## config.mk

```make
export PLATFORM = sky130hd
export DESIGN_NAME = multicycle_ctrl
export DESIGN_NICKNAME = d
export VERILOG_FILES = /design/src/rtl/multicycle_ctrl.sv
export SDC_FILE = /design/constraint.sdc
export NUM_CORES = 1
export LEC_CHECK = 0
export BUFFER_PORTS_ARGS = -buffer_cell sky130_fd_sc_hd__buf_2
export CAP_MARGIN = 20
export CORE_MARGIN = 1
export CORE_UTILIZATION = 46
export CTS_CLUSTER_DIAMETER = 30
export CTS_CLUSTER_SIZE = 30
export DETAILED_ROUTE_END_ITERATION = 7
export PLACE_DENSITY = 0.83
export SLEW_MARGIN = 30
export SYNTH_ARGS = -nofsm -noshare
export SYNTH_HDL_FRONTEND = slang
export SYNTH_SLANG_ARGS = --single-unit
```

## constraint.sdc

```tcl
create_clock -name clk -period 2.65 [get_ports clk]
set_input_delay 0.53 -clock clk [delete_from_list [all_inputs] [get_ports clk]]
set_output_delay 0.53 -clock clk [all_outputs]
set_load 0.02 [all_outputs]
```

## src/rtl/multicycle_ctrl.sv

```systemverilog
// multicycle_ctrl
// Moore-style control FSM for a multicycle RV32I-subset core (lw, sw, R-type,
// I-type, beq, jal) with one shared ALU and one unified memory port.
// Fetch and data accesses stall on the mem_ready handshake.
// Build option: define MC_CTRL_ILLEGAL_TRAP_EN so that an illegal opcode
// parks the FSM in TRAP. Without it, an illegal opcode retires as a no-op.
module multicycle_ctrl (
   input  logic       clk,
   input  logic       reset,
   input  logic [6:0] opcode,
   input  logic [2:0] funct3,
   input  logic       funct7,
   input  logic       zero,
   input  logic       mem_ready,
   output logic       pcwrite,
   output logic       adrsrc,
   output logic       irwrite,
   output logic       memwrite,
   output logic       regwrite,
   output logic [1:0] resultsrc,
   output logic [1:0] alusrca,
   output logic [1:0] alusrcb,
   output logic [1:0] immsrc,
   output logic [2:0] alucontrol,
   output logic       retire,
   output logic [3:0] state
);

   typedef enum logic [3:0] {
      FETCH    = 4'd0,
      DECODE   = 4'd1,
      MEMADR   = 4'd2,
      MEMREAD  = 4'd3,
      MEMWB    = 4'd4,
      MEMWRITE = 4'd5,
      EXECUTER = 4'd6,
      ALUWB    = 4'd7,
      EXECUTEI = 4'd8,
      JAL      = 4'd9,
      BEQ      = 4'd10
`ifdef MC_CTRL_ILLEGAL_TRAP_EN
      ,
      TRAP     = 4'd11
`endif
   } state_t;

   localparam logic [6:0] OP_LW  = 7'b0000011;
   localparam logic [6:0] OP_SW  = 7'b0100011;
   localparam logic [6:0] OP_R   = 7'b0110011;
   localparam logic [6:0] OP_I   = 7'b0010011;
   localparam logic [6:0] OP_BEQ = 7'b1100011;
   localparam logic [6:0] OP_JAL = 7'b1101111;

   localparam logic [2:0] ALU_ADD = 3'b000;
   localparam logic [2:0] ALU_SUB = 3'b001;
   localparam logic [2:0] ALU_AND = 3'b010;
   localparam logic [2:0] ALU_OR  = 3'b011;
   localparam logic [2:0] ALU_SLT = 3'b101;

   state_t     state_q, state_d;
   logic [2:0] funct_alu;

   assign state = state_q;

   // State register; reset returns the FSM to FETCH.
   always_ff @(posedge clk) begin
      if (reset) state_q <= FETCH;
      else       state_q <= state_d;
   end

   // ALU operation for R-type / I-type execute; subtract only for R-type with funct7 set.
   always_comb begin
      funct_alu = ALU_ADD;
      case (funct3)
         3'b000:  funct_alu = (opcode[5] & funct7) ? ALU_SUB : ALU_ADD;
         3'b010:  funct_alu = ALU_SLT;
         3'b110:  funct_alu = ALU_OR;
         3'b111:  funct_alu = ALU_AND;
         default: funct_alu = ALU_ADD;
      endcase
   end

   // Next-state and Moore outputs; strobes are gated off while reset is high.
   always_comb begin
      state_d    = state_q;
      pcwrite    = 1'b0;
      adrsrc     = 1'b0;
      irwrite    = 1'b0;
      memwrite   = 1'b0;
      regwrite   = 1'b0;
      resultsrc  = 2'b00;
      alusrca    = 2'b00;
      alusrcb    = 2'b00;
      immsrc     = 2'b00;
      alucontrol = ALU_ADD;
      retire     = 1'b0;

      case (state_q)
         FETCH: begin
            alusrcb   = 2'b10;
            resultsrc = 2'b10;
            if (mem_ready) begin
               irwrite = 1'b1;
               pcwrite = 1'b1;
               state_d = DECODE;
            end
         end
         DECODE: begin
            alusrca = 2'b01;
            alusrcb = 2'b01;
            immsrc  = 2'b10;
            case (opcode)
               OP_LW, OP_SW: state_d = MEMADR;
               OP_R:         state_d = EXECUTER;
               OP_I:         state_d = EXECUTEI;
               OP_BEQ:       state_d = BEQ;
               OP_JAL:       state_d = JAL;
               default: begin
`ifdef MC_CTRL_ILLEGAL_TRAP_EN
                  state_d = TRAP;
`else
                  retire  = 1'b1;
                  state_d = FETCH;
`endif
               end
            endcase
         end
         MEMADR: begin
            alusrca = 2'b10;
            alusrcb = 2'b01;
            immsrc  = opcode[5] ? 2'b01 : 2'b00;
            state_d = opcode[5] ? MEMWRITE : MEMREAD;
         end
         MEMREAD: begin
            adrsrc = 1'b1;
            if (mem_ready) state_d = MEMWB;
         end
         MEMWB: begin
            resultsrc = 2'b01;
            regwrite  = 1'b1;
            retire    = 1'b1;
            state_d   = FETCH;
         end
         MEMWRITE: begin
            adrsrc   = 1'b1;
            memwrite = 1'b1;
            if (mem_ready) begin
               retire  = 1'b1;
               state_d = FETCH;
            end
         end
         EXECUTER: begin
            alusrca    = 2'b10;
            alucontrol = funct_alu;
            state_d    = ALUWB;
         end
         EXECUTEI: begin
            alusrca    = 2'b10;
            alusrcb    = 2'b01;
            alucontrol = funct_alu;
            state_d    = ALUWB;
         end
         ALUWB: begin
            regwrite = 1'b1;
            retire   = 1'b1;
            state_d  = FETCH;
         end
         JAL: begin
            // Link value computed here; the instruction retires in ALUWB.
            alusrca = 2'b01;
            alusrcb = 2'b10;
            pcwrite = 1'b1;
            immsrc  = 2'b11;
            state_d = ALUWB;
         end
         BEQ: begin
            alusrca    = 2'b10;
            alucontrol = ALU_SUB;
            pcwrite    = zero;
            retire     = 1'b1;
            state_d    = FETCH;
         end
`ifdef MC_CTRL_ILLEGAL_TRAP_EN
         TRAP: begin
            state_d = TRAP;
         end
`endif
         default: begin
            state_d = FETCH;
         end
      endcase

      if (reset) begin
         pcwrite  = 1'b0;
         irwrite  = 1'b0;
         memwrite = 1'b0;
         regwrite = 1'b0;
         retire   = 1'b0;
      end
   end

endmodule

```

==> results of run 1 <==
## kinds of logic after synthesis
logic type | Yosys count | share of synthesized area (%)
and+or+nand+nor | 46 | 44.75
AOI/OAI and AO/OA | 29 | 28.60
buffers and inverters | 11 | 8.754
xor gates and xnor gates | 4 | 5.448
DFF | 4 | 12.45
## report_power, final
part	internal, W	switching (W)
logic	0.0000377	0.0000559
clock network	0.0000507	0.0000250
registers	0.0000622	0.00000149
## stage by stage
step | hold WS (ns) | util [%]
6_report | 0.5710 | 63.46
5_1_grt | 0.5811 | 63.46
4_1_cts | 0.5652 | 63.46
3_5_place_dp | 0.6180 | 61.73
3_3_place_gp | 0.6199 | 61.73
2_1_floorplan | 0.5991 | -
## cells in the final DEF, fill, tap and decap left out
| cell | count |
|---|---|
| and3_1 | 1 |
| buf_2 | 35 |
| nor4b_4 | 1 |
| o22ai_1 | 1 |
| and2_1 | 3 |
| nand3b_1 | 4 |
| nor3b_1 | 5 |
| a32oi_1 | 2 |
| a21oi_1 | 5 |
| xor2_1 | 2 |
| or3b_1 | 1 |
| a211oi_1 | 1 |
| nor3_1 | 5 |
| o32ai_1 | 1 |
| nor2_1 | 9 |
| dfxtp_1 | 4 |
| nand2b_1 | 6 |
| inv_1 | 2 |
| o21a_1 | 1 |
| nor4_1 | 2 |
| a31oi_1 | 4 |
| a41oi_1 | 1 |
| or4_1 | 2 |
| nand2_1 | 5 |
| xnor2_1 | 2 |
| a211o_1 | 1 |
| clkbuf_4 | 3 |
| nand4b_1 | 1 |
| a2111oi_0 | 1 |
| buf_4 | 2 |
| nand4bb_1 | 1 |
| o21ai_0 | 9 |
| o21bai_1 | 2 |
## worst max-delay path by stage
stage	start	cells past startpoint	endpoint
after floorplan	state[0]$_SDFFE_PP0P_	4	immsrc[1]
after global placement	state[3]$_SDFFE_PP0P_	4	retire
after detailed placement	state[3]$_SDFFE_PP0P_	4	retire
after CTS	state[3]$_SDFFE_PP0P_	4	retire
after global routing	state[3]$_SDFFE_PP0P_	5	alucontrol[2]
final	state[3]$_SDFFE_PP0P_	4	retire
## area by class of cell
| class | count | area share, % |
|---|---|---|
| inverter | 2 | 0.9091 |
| clock buffer | 3 | 2.727 |
| sequential | 4 | 9.697 |
| timing repair buffer | 37 | 23.03 |
| tap | 15 | 2.273 |
| multi-input combinational | 79 | 61.36 |
## critical path: stages, from the launching register on
cell and delay, ns:
dfxtp_1 0.51, nor4b_4 0.44, or3b_1 0.39, a31oi_1 0.16
buf_2 0.18
## per-layer routing
| metal | vias up | global-route usage, % | share of wire [%] | routed length (um) |
|---|---|---|---|---|
| met3 | 0 | 0 | 4.1 | 67 |
| met4 | 0 | 5.172 | 0 | 0 |
| met2 | 23 | 41.25 | 50 | 820 |
| met5 | - | 0 | 0 | 0 |
| met1 | 360 | 33.11 | 46 | 765 |
| li1 | 414 | - | - | - |
==> impl_metrics.json, run 1 <==
{
  "min_to": "state[1]$_SDFFE_PP0P_",
  "start_util_pct": 49.42,
  "cts_tree": "built",
  "grt_pass1_vias": 617,
  "antenna_found_initial": 0,
  "place_area_um2": 803.3,
  "setup.worst_path.end_class": "primary output",
  "yosysSeqAreaShare_pct": 12.45,
  "slew_viol_final": 0,
  "skew_ns": 0.007173,
  "hold_start": "reset",
  "async_flop_share_pct": 0,
  "critical_path_class": "reg -> out",
  "fp.dieH_um": 39.39,
  "multi_input_area_um2": 506.7,
  "fillers": 131,
  "critPathArrivalTime_ns": 1.92,
  "cts_buffers": 3,
  "post_cts_buffers": 0,
  "route.detailed.drc": 0,
  "yosysWarnings": 0,
  "cts_buffer_depth": 2,
  "preCtsSetupSlack_ns": 0.4860,
  "cp.required_ns": 2.12,
  "port_buffers": 35,
  "setup_viol": 0,
  "reg2reg_from": "state[2]$_SDFFE_PP0P_",
  "finish.net_count": 142,
  "finalInstanceArea_um2": 825.8,
  "seqCellArea_um2": 80.08,
  "worst_slack_ns": 0.2015,
  "drtIter0Drc": 28,
  "area_delta_synth_final_pct": 28.40,
  "ys_ff_latch": 4,
  "yosysUniqueCellTypes": 33,
  "synthFlopType": "dfxtp_1",
  "cts_htree_levels": 1,
  "ys_top_cells_by_area": "dfxtp_1 (12%), o21ai_0 (7.0%), nand2b_1 (5.8%), nor3b_1 (5.8%), nor2_1 (5.3%)",
  "period_minus_slack_ns": 2.449,
  "cp-start-kind": "flip-flop",
  "tns_ns": 0,
  "grt_max_degree": 25,
  "grt_overflow": 0,
  "dr_total_vias": 797,
  "clkSinkCount": 4,
  "power_w": 0.0002330,
  "dp_hpwl_mm": 1.204,
  "min_path_cells": 2,
  "ant_nets": 0,
  "synth_top_area_share_pct": 12.45,
  "dieWidth_um": 39.39,
  "synth_edf_count": 0,
  "diodes": 0,
  "die_area_um2": 1552,
  "tightestPinTransition_ns": 0.6957,
  "syn_inst": 94,
  "synth_area_leader_cell": "dfxtp_1",
  "rows": 13,
  "cellPowerDensity_nw_per_um2": 282.2,
  "max_freq_mhz": 408.4,
  "via_per_inst": 5.693,
  "rr_endpoint": "state[2]$_SDFFE_PP0P_",
  "largest_reg_flops": 4,
  "layout-drive-gt1-share_pct": 32.80,
  "grt_pass1_wl_mm": 2.635,
  "globalplace.congestion": 0.8902,
  "ir_worst_vdd_mv": 0.1608,
  "root_buffer": "clkbuf_4",
  "wl_mm": 1.652,
  "fin_crit_sh_pct": 92.40,
  "cp_max_fo": 21,
  "syn_area_um2": 643.1,
  "status": "complete, no violations",
  "fin_cells": 140,
  "reg2regPathDepth": 3,
  "cts_hold_buf": 0,
  "io_pins": 36,
  "relSlewSlack_pct": 53.56,
  "placed_cells": 137,
  "wire_per_inst_um": 11.80,
  "hold_viol_final": 0,
  "grt.total_usage_pct": 23.94,
  "syn_avg_cell_area_um2": 6.842,
  "synthTopCellsByCount": "nor2_1 (9), o21ai_0 (9), buf_2 (6), nand2b_1 (6)",
  "hold_path.class": "in -> reg",
  "leakage_nw": 0.3622,
  "cts.repair.resized": 0,
  "cap_viol_max_count": 0,
  "syn_nets": 109,
  "core_area_um2": 1301,
  "worstSkewPairLatency_ns": 0.24,
  "clk_pin_slew_ns": 0.04,
  "rsz0062_at_grt": "false",
  "drt_pass1_iterations": 4,
  "rrSetupSlack_ns": 0.98
}
Power figures use the tool's default switching activity.
==> run 2: changes to the inputs <==
--- a/config.mk
+++ b/config.mk
@@ -13,5 +13,6 @@
 export CTS_CLUSTER_SIZE = 30
 export DETAILED_ROUTE_END_ITERATION = 7
-export PLACE_DENSITY = 0.83
+export MAX_ROUTING_LAYER = met4
+export PLACE_DENSITY = 0.93
 export SLEW_MARGIN = 30
 export SYNTH_ARGS = -nofsm -noshare
==> constraint.sdc (replaced) <==
create_clock -name clk -period 2.65 [get_ports clk]
set_input_delay 0.3975 -clock clk [delete_from_list [all_inputs] [get_ports clk]]
set_output_delay 0.3975 -clock clk [all_outputs]
set_load 0.02 [all_outputs]
==> run 2 against run 1 <==
Total power about the same. Critical path depth is the same. Cell count rose by 0.71%. Global-route usage up 1.1 points. Cell area up 0.91%. Wire length grew 7.2%. Largest power group unchanged. Combinational power increased by 1%. Utilization is 0.58 points higher.
==> impl_metrics.json, run 2 (synthesis results as in run 1) <==
{
  "layout-drive-gt1-share_pct": 33.33,
  "rows": 13,
  "skew_ns": 0.005923,
  "root_buffer": "clkbuf_4",
  "tns_ns": 0,
  "drtIter0Drc": 15,
  "io_pins": 36,
  "cts_hold_buf": 0,
  "grt_pass1_wl_mm": 2.677,
  "rr_endpoint": "state[2]$_SDFFE_PP0P_",
  "critPathArrivalTime_ns": 1.94,
  "reg2reg_from": "state[3]$_SDFFE_PP0P_",
  "place_area_um2": 810.8,
  "globalplace.congestion": 0.8871,
  "grt_max_degree": 25,
  "p_int_w": 0.0001506,
  "setup.worst_path.end_class": "primary output",
  "drt_pass1_iterations": 4,
  "cts_htree_levels": 1,
  "finalCoreUtilization_pct": 64.04,
  "route.detailed.drc": 0,
  "cap_viol_max_count": 0,
  "cts.repair.resized": 0,
  "status": "complete, no violations",
  "core_area_um2": 1301,
  "clockPowerShare_pct": 32.1,
  "worst_slack_ns": 0.3115,
  "grt_overflow": 0,
  "hold_viol_final": 0,
  "die_area_um2": 1552,
  "cp.required_ns": 2.25,
  "period_minus_slack_ns": 2.338,
  "max_freq_mhz": 427.6,
  "p_sw_w": 0.00008252,
  "hold_path.class": "in -> reg",
  "layout_common_cells": "buf_2 (35), nor2_1 (9), o21ai_0 (9)",
  "diodes": 0,
  "critical_path_class": "reg -> out",
  "relSlewSlack_pct": 55.82,
  "ir_worst_vdd_mv": 0.2455,
  "antenna_found_initial": 0,
  "grt.total_usage_pct": 25.03,
  "setup_viol": 0,
  "dr_total_vias": 840,
  "cts_tree": "built",
  "largest_reg_flops": 4,
  "worstSkewPairLatency_ns": 0.23,
  "leakage_nw": 0.3677,
  "port_buffers": 35,
  "rrSetupSlack_ns": 1.08,
  "tightestPinTransition_ns": 0.6618,
  "preCtsSetupSlack_ns": 0.5703,
  "wire_per_inst_um": 12.56,
  "rsz0062_at_grt": "false",
  "grt_pass1_vias": 682,
  "reg2regPathDepth": 4,
  "dieWidth_um": 39.39,
  "slew_viol_final": 0,
  "post_cts_buffers": 0,
  "cp_max_fo": 21,
  "fp.dieH_um": 39.39,
  "finalInstanceArea_um2": 833.3,
  "finish.net_count": 143,
  "area_delta_synth_final_pct": 29.57,
  "cts_buffer_depth": 2,
  "pwr-share-comb_pct": 40.7,
  "placed_cells": 138,
  "via_per_inst": 5.957,
  "cp-start-kind": "flip-flop",
  "cts_buffers": 3,
  "wl_mm": 1.771,
  "clk_pin_slew_ns": 0.04,
  "fin_crit_sh_pct": 88.24,
  "clkSinkCount": 4,
  "final_common_cell": "buf_2",
  "crit_start": "state[3]$_SDFFE_PP0P_",
  "endpoint": "retire",
  "fin_cells": 141,
  "hold_start": "reset",
  "start_util_pct": 49.42,
  "ant_nets": 0,
  "swShare_pct": 35.39,
  "cellPowerDensity_nw_per_um2": 279.8,
  "dp_hpwl_mm": 1.384,
  "pwr-share-seq_pct": 27.2
}
-- run 2: changes by cell type in the layout (fill, tap and decap cells not counted), sizes merged --
cell / previous run / this run
buf: 37 / 38
-- run 2: final cells by class --
| type | count | area (um2) |
|---|---|---|
| multi-input cells | 79 | 506.7 |
| fillers | 128 | 467.9 |
| repair buffers | 38 | 197.7 |
| flip-flops and latches | 4 | 80.08 |
| clock buffers | 3 | 22.52 |
| well taps | 15 | 18.77 |
| inverters | 2 | 7.507 |
-- run 2: worst min path at each step --
stage                            endpoint  slack [ns]  cells after the start
detailed placement  state[3]$_SDFFE_PP0P_        0.62                      2
CTS                 state[1]$_SDFFE_PP0P_        0.43                      2
floorplan           state[1]$_SDFFE_PP0P_        0.47                      1
global placement    state[3]$_SDFFE_PP0P_        0.62                      2
global route        state[1]$_SDFFE_PP0P_        0.42                      2
finish              state[1]$_SDFFE_PP0P_        0.43                      2
-- run 2: critical path, cell delays in order (launching register included) --
cell and delay [ns]:
dfxtp_1 0.51, nor4b_4 0.43, or3b_1 0.39, a31oi_1 0.19, buf_2 0.19
-- run 2: power by group through the flow --
stage | registers, W | logic, W | clock network [W]
2_1_floorplan | 0.0000674 | 0.0000587 | 0
3_3_place_gp | 0.0000644 | 0.0000911 | 0
3_5_place_dp | 0.0000644 | 0.0000945 | 0
4_1_cts | 0.0000634 | 0.0000948 | 0.0000762
5_1_grt | 0.0000636 | 0.000103 | 0.0000828
6_report | 0.0000634 | 0.0000949 | 0.0000748
-- run 2: through the flow --
stage	hold WS (ns)	power (W)
after global placement	0.6180	0.0001555
after floorplan	0.4666	0.0001260
final	0.4305	0.0002332
after global routing	0.4222	0.0002499
after detailed placement	0.6152	0.0001589
after CTS	0.4271	0.0002345
-- run 2: layer usage --
metal  track usage, %  routed length (um)
met4                0                   0
met2            49.17                 965
met1            27.12                 747
met3            5.114                  58
met5                -                   0
==> run 3: changes to the inputs <==
CORE_UTILIZATION = 30   (was 46)
PLACE_DENSITY = 0.68   (was 0.93)
==> run 3 against run 2 <==
Count of clock-buffer cells in the layout stayed put. Maximum frequency up 0.45%. Critical endpoint unchanged. Register-to-register slack got worse by 0.14 ns. Largest power group unchanged. Setup slack improved by 0.010 ns. Cell area rose by 0.90%.
==> impl_metrics.json, run 3 (synthesis results as in run 1) <==
{
  "cp_slowest_cell": "dfxtp_1",
  "critPathMaxStageDelay_ns": 0.51,
  "ant_nets": 0,
  "seqCellArea_um2": 80.08,
  "rows": 16,
  "path_cells": "nor4b_4 -> or3b_1 -> a31oi_1 -> buf_2",
  "cp_max_fo": 21,
  "critical_path_class": "reg -> out",
  "core_area_um2": 1982,
  "path_buf_inv": 1,
  "grt_pass1_wl_mm": 2.967,
  "tightestPinTransition_ns": 0.7186,
  "io_pins": 36,
  "hold_viol_final": 0,
  "finish.net_count": 142,
  "grt_pass1_vias": 699,
  "root_buffer": "clkbuf_4",
  "skew_ns": 0.001908,
  "grt_max_degree": 25,
  "cts_buffer_depth": 2,
  "status": "complete, no violations",
  "post_cts_buffers": 0,
  "antenna_found_initial": 0,
  "rsz0062_at_grt": "false",
  "layout_common_cells": "buf_2 (35), nor2_1 (9), o21ai_0 (9)",
  "leakage_nw": 0.3622,
  "cellPowerDensity_nw_per_um2": 279.3,
  "clkSinkCount": 4,
  "clk_pin_slew_ns": 0.04,
  "critPathArrivalTime_ns": 1.93,
  "globalplace.congestion": 0.8292,
  "dp_hpwl_mm": 1.307,
  "largest_reg_flops": 4,
  "cts_tree": "built",
  "wire_per_inst_um": 11.78,
  "tns_ns": 0,
  "drtIter0Drc": 22,
  "fin_hold_ws_ns": 0.4431,
  "area_delta_synth_final_pct": 30.74,
  "slew_viol_final": 0,
  "reg2reg_from": "state[2]$_SDFFE_PP0P_",
  "cp.required_ns": 2.25,
  "crit_family": "simple AND/OR/NAND/NOR gates",
  "dieWidth_um": 48.30,
  "cp-start-kind": "flip-flop",
  "ir_worst_vdd_mv": 0.1614,
  "cap_viol_max_count": 0,
  "power_w": 0.0002349,
  "cts_htree_levels": 1,
  "setup.worst_path.end_class": "primary output",
  "hold_path.class": "in -> reg",
  "dr_total_vias": 800,
  "diodes": 0,
  "wl_mm": 1.790,
  "cts_buffers": 3,
  "via_per_inst": 5.263,
  "worstSkewPairLatency_ns": 0.23,
  "final_common_cell": "buf_2",
  "relSlewSlack_pct": 52.03,
  "grt.total_usage_pct": 16.01,
  "fp.dieH_um": 48.30,
  "cts.repair.resized": 0,
  "die_area_um2": 2333,
  "setup_viol": 0,
  "min_path_cells": 2,
  "max_freq_mhz": 429.6,
  "fillers": 208,
  "rrSetupSlack_ns": 0.94,
  "fin_crit_sh_pct": 87.85,
  "route.detailed.drc": 0,
  "period_minus_slack_ns": 2.328,
  "hold_start": "reset",
  "drt_pass1_iterations": 4,
  "rr_endpoint": "state[2]$_SDFFE_PP0P_",
  "grt_overflow": 0,
  "min_to": "state[1]$_SDFFE_PP0P_",
  "layout-drive-gt1-share_pct": 32.80,
  "port_buffers": 35,
  "cts_hold_buf": 0,
  "reg2regPathDepth": 3,
  "start_util_pct": 32.45,
  "multi_input_area_um2": 506.7
}
==> run 3: cell types whose count changed in the layout (fill, tap and decap cells not counted) <==
cell,delta
buf_4,-1
==> run 3: worst register-to-register path, stage by stage (launching register included) <==
cell      delay, ns
dfxtp_1        0.78
nand2b_1       0.22
or4_1          0.51
o21ai_0        0.11
==> run 3: cell type report <==
type,instances,share of cell area [%]
multi-input cells,79,60.27
repair buffers,37,22.62
clock buffers,3,2.679
well taps,27,4.018
inverters,2,0.8929
flip-flops and latches,4,9.524
==> run 3: report_power, final <==
part | leakage (nW) | switching [W] | internal [W]
logic | 0.316 | 0.0000566 | 0.0000377
clock network | 0.0138 | 0.0000261 | 0.0000508
registers | 0.0325 | 0.00000154 | 0.0000622
==> run 3: metal layers <==
layer | up-vias | GRT usage (%) | part of all wire [%]
met2 | 22 | 23.94 | 48
met5 | - | - | 0
met3 | 0 | 2.516 | 3.6
met1 | 364 | 20.91 | 48
met4 | 0 | 7.843 | 0
li1 | 414 | - | -
==> run 3: per-stage QoR <==
step,setup slack (ns),area [um2],cells,util [%]
after CTS,0.3358,840.8,152,42.42
after global placement,0.6193,818.3,149,41.29
after floorplan,0.4625,643.1,94,-
after detailed placement,0.5878,818.3,149,41.29
after global routing,0.1828,840.8,152,42.42
final,0.3220,840.8,152,42.42
==> run 3: worst max-delay path by stage <==
stage	from	end	cells after the start
2_1_floorplan	state[0]$_SDFFE_PP0P_	immsrc[1]	4
3_3_place_gp	state[3]$_SDFFE_PP0P_	retire	4
3_5_place_dp	state[3]$_SDFFE_PP0P_	retire	4
4_1_cts	state[3]$_SDFFE_PP0P_	retire	4
5_1_grt	state[2]$_SDFFE_PP0P_	retire	5
6_report	state[3]$_SDFFE_PP0P_	retire	4
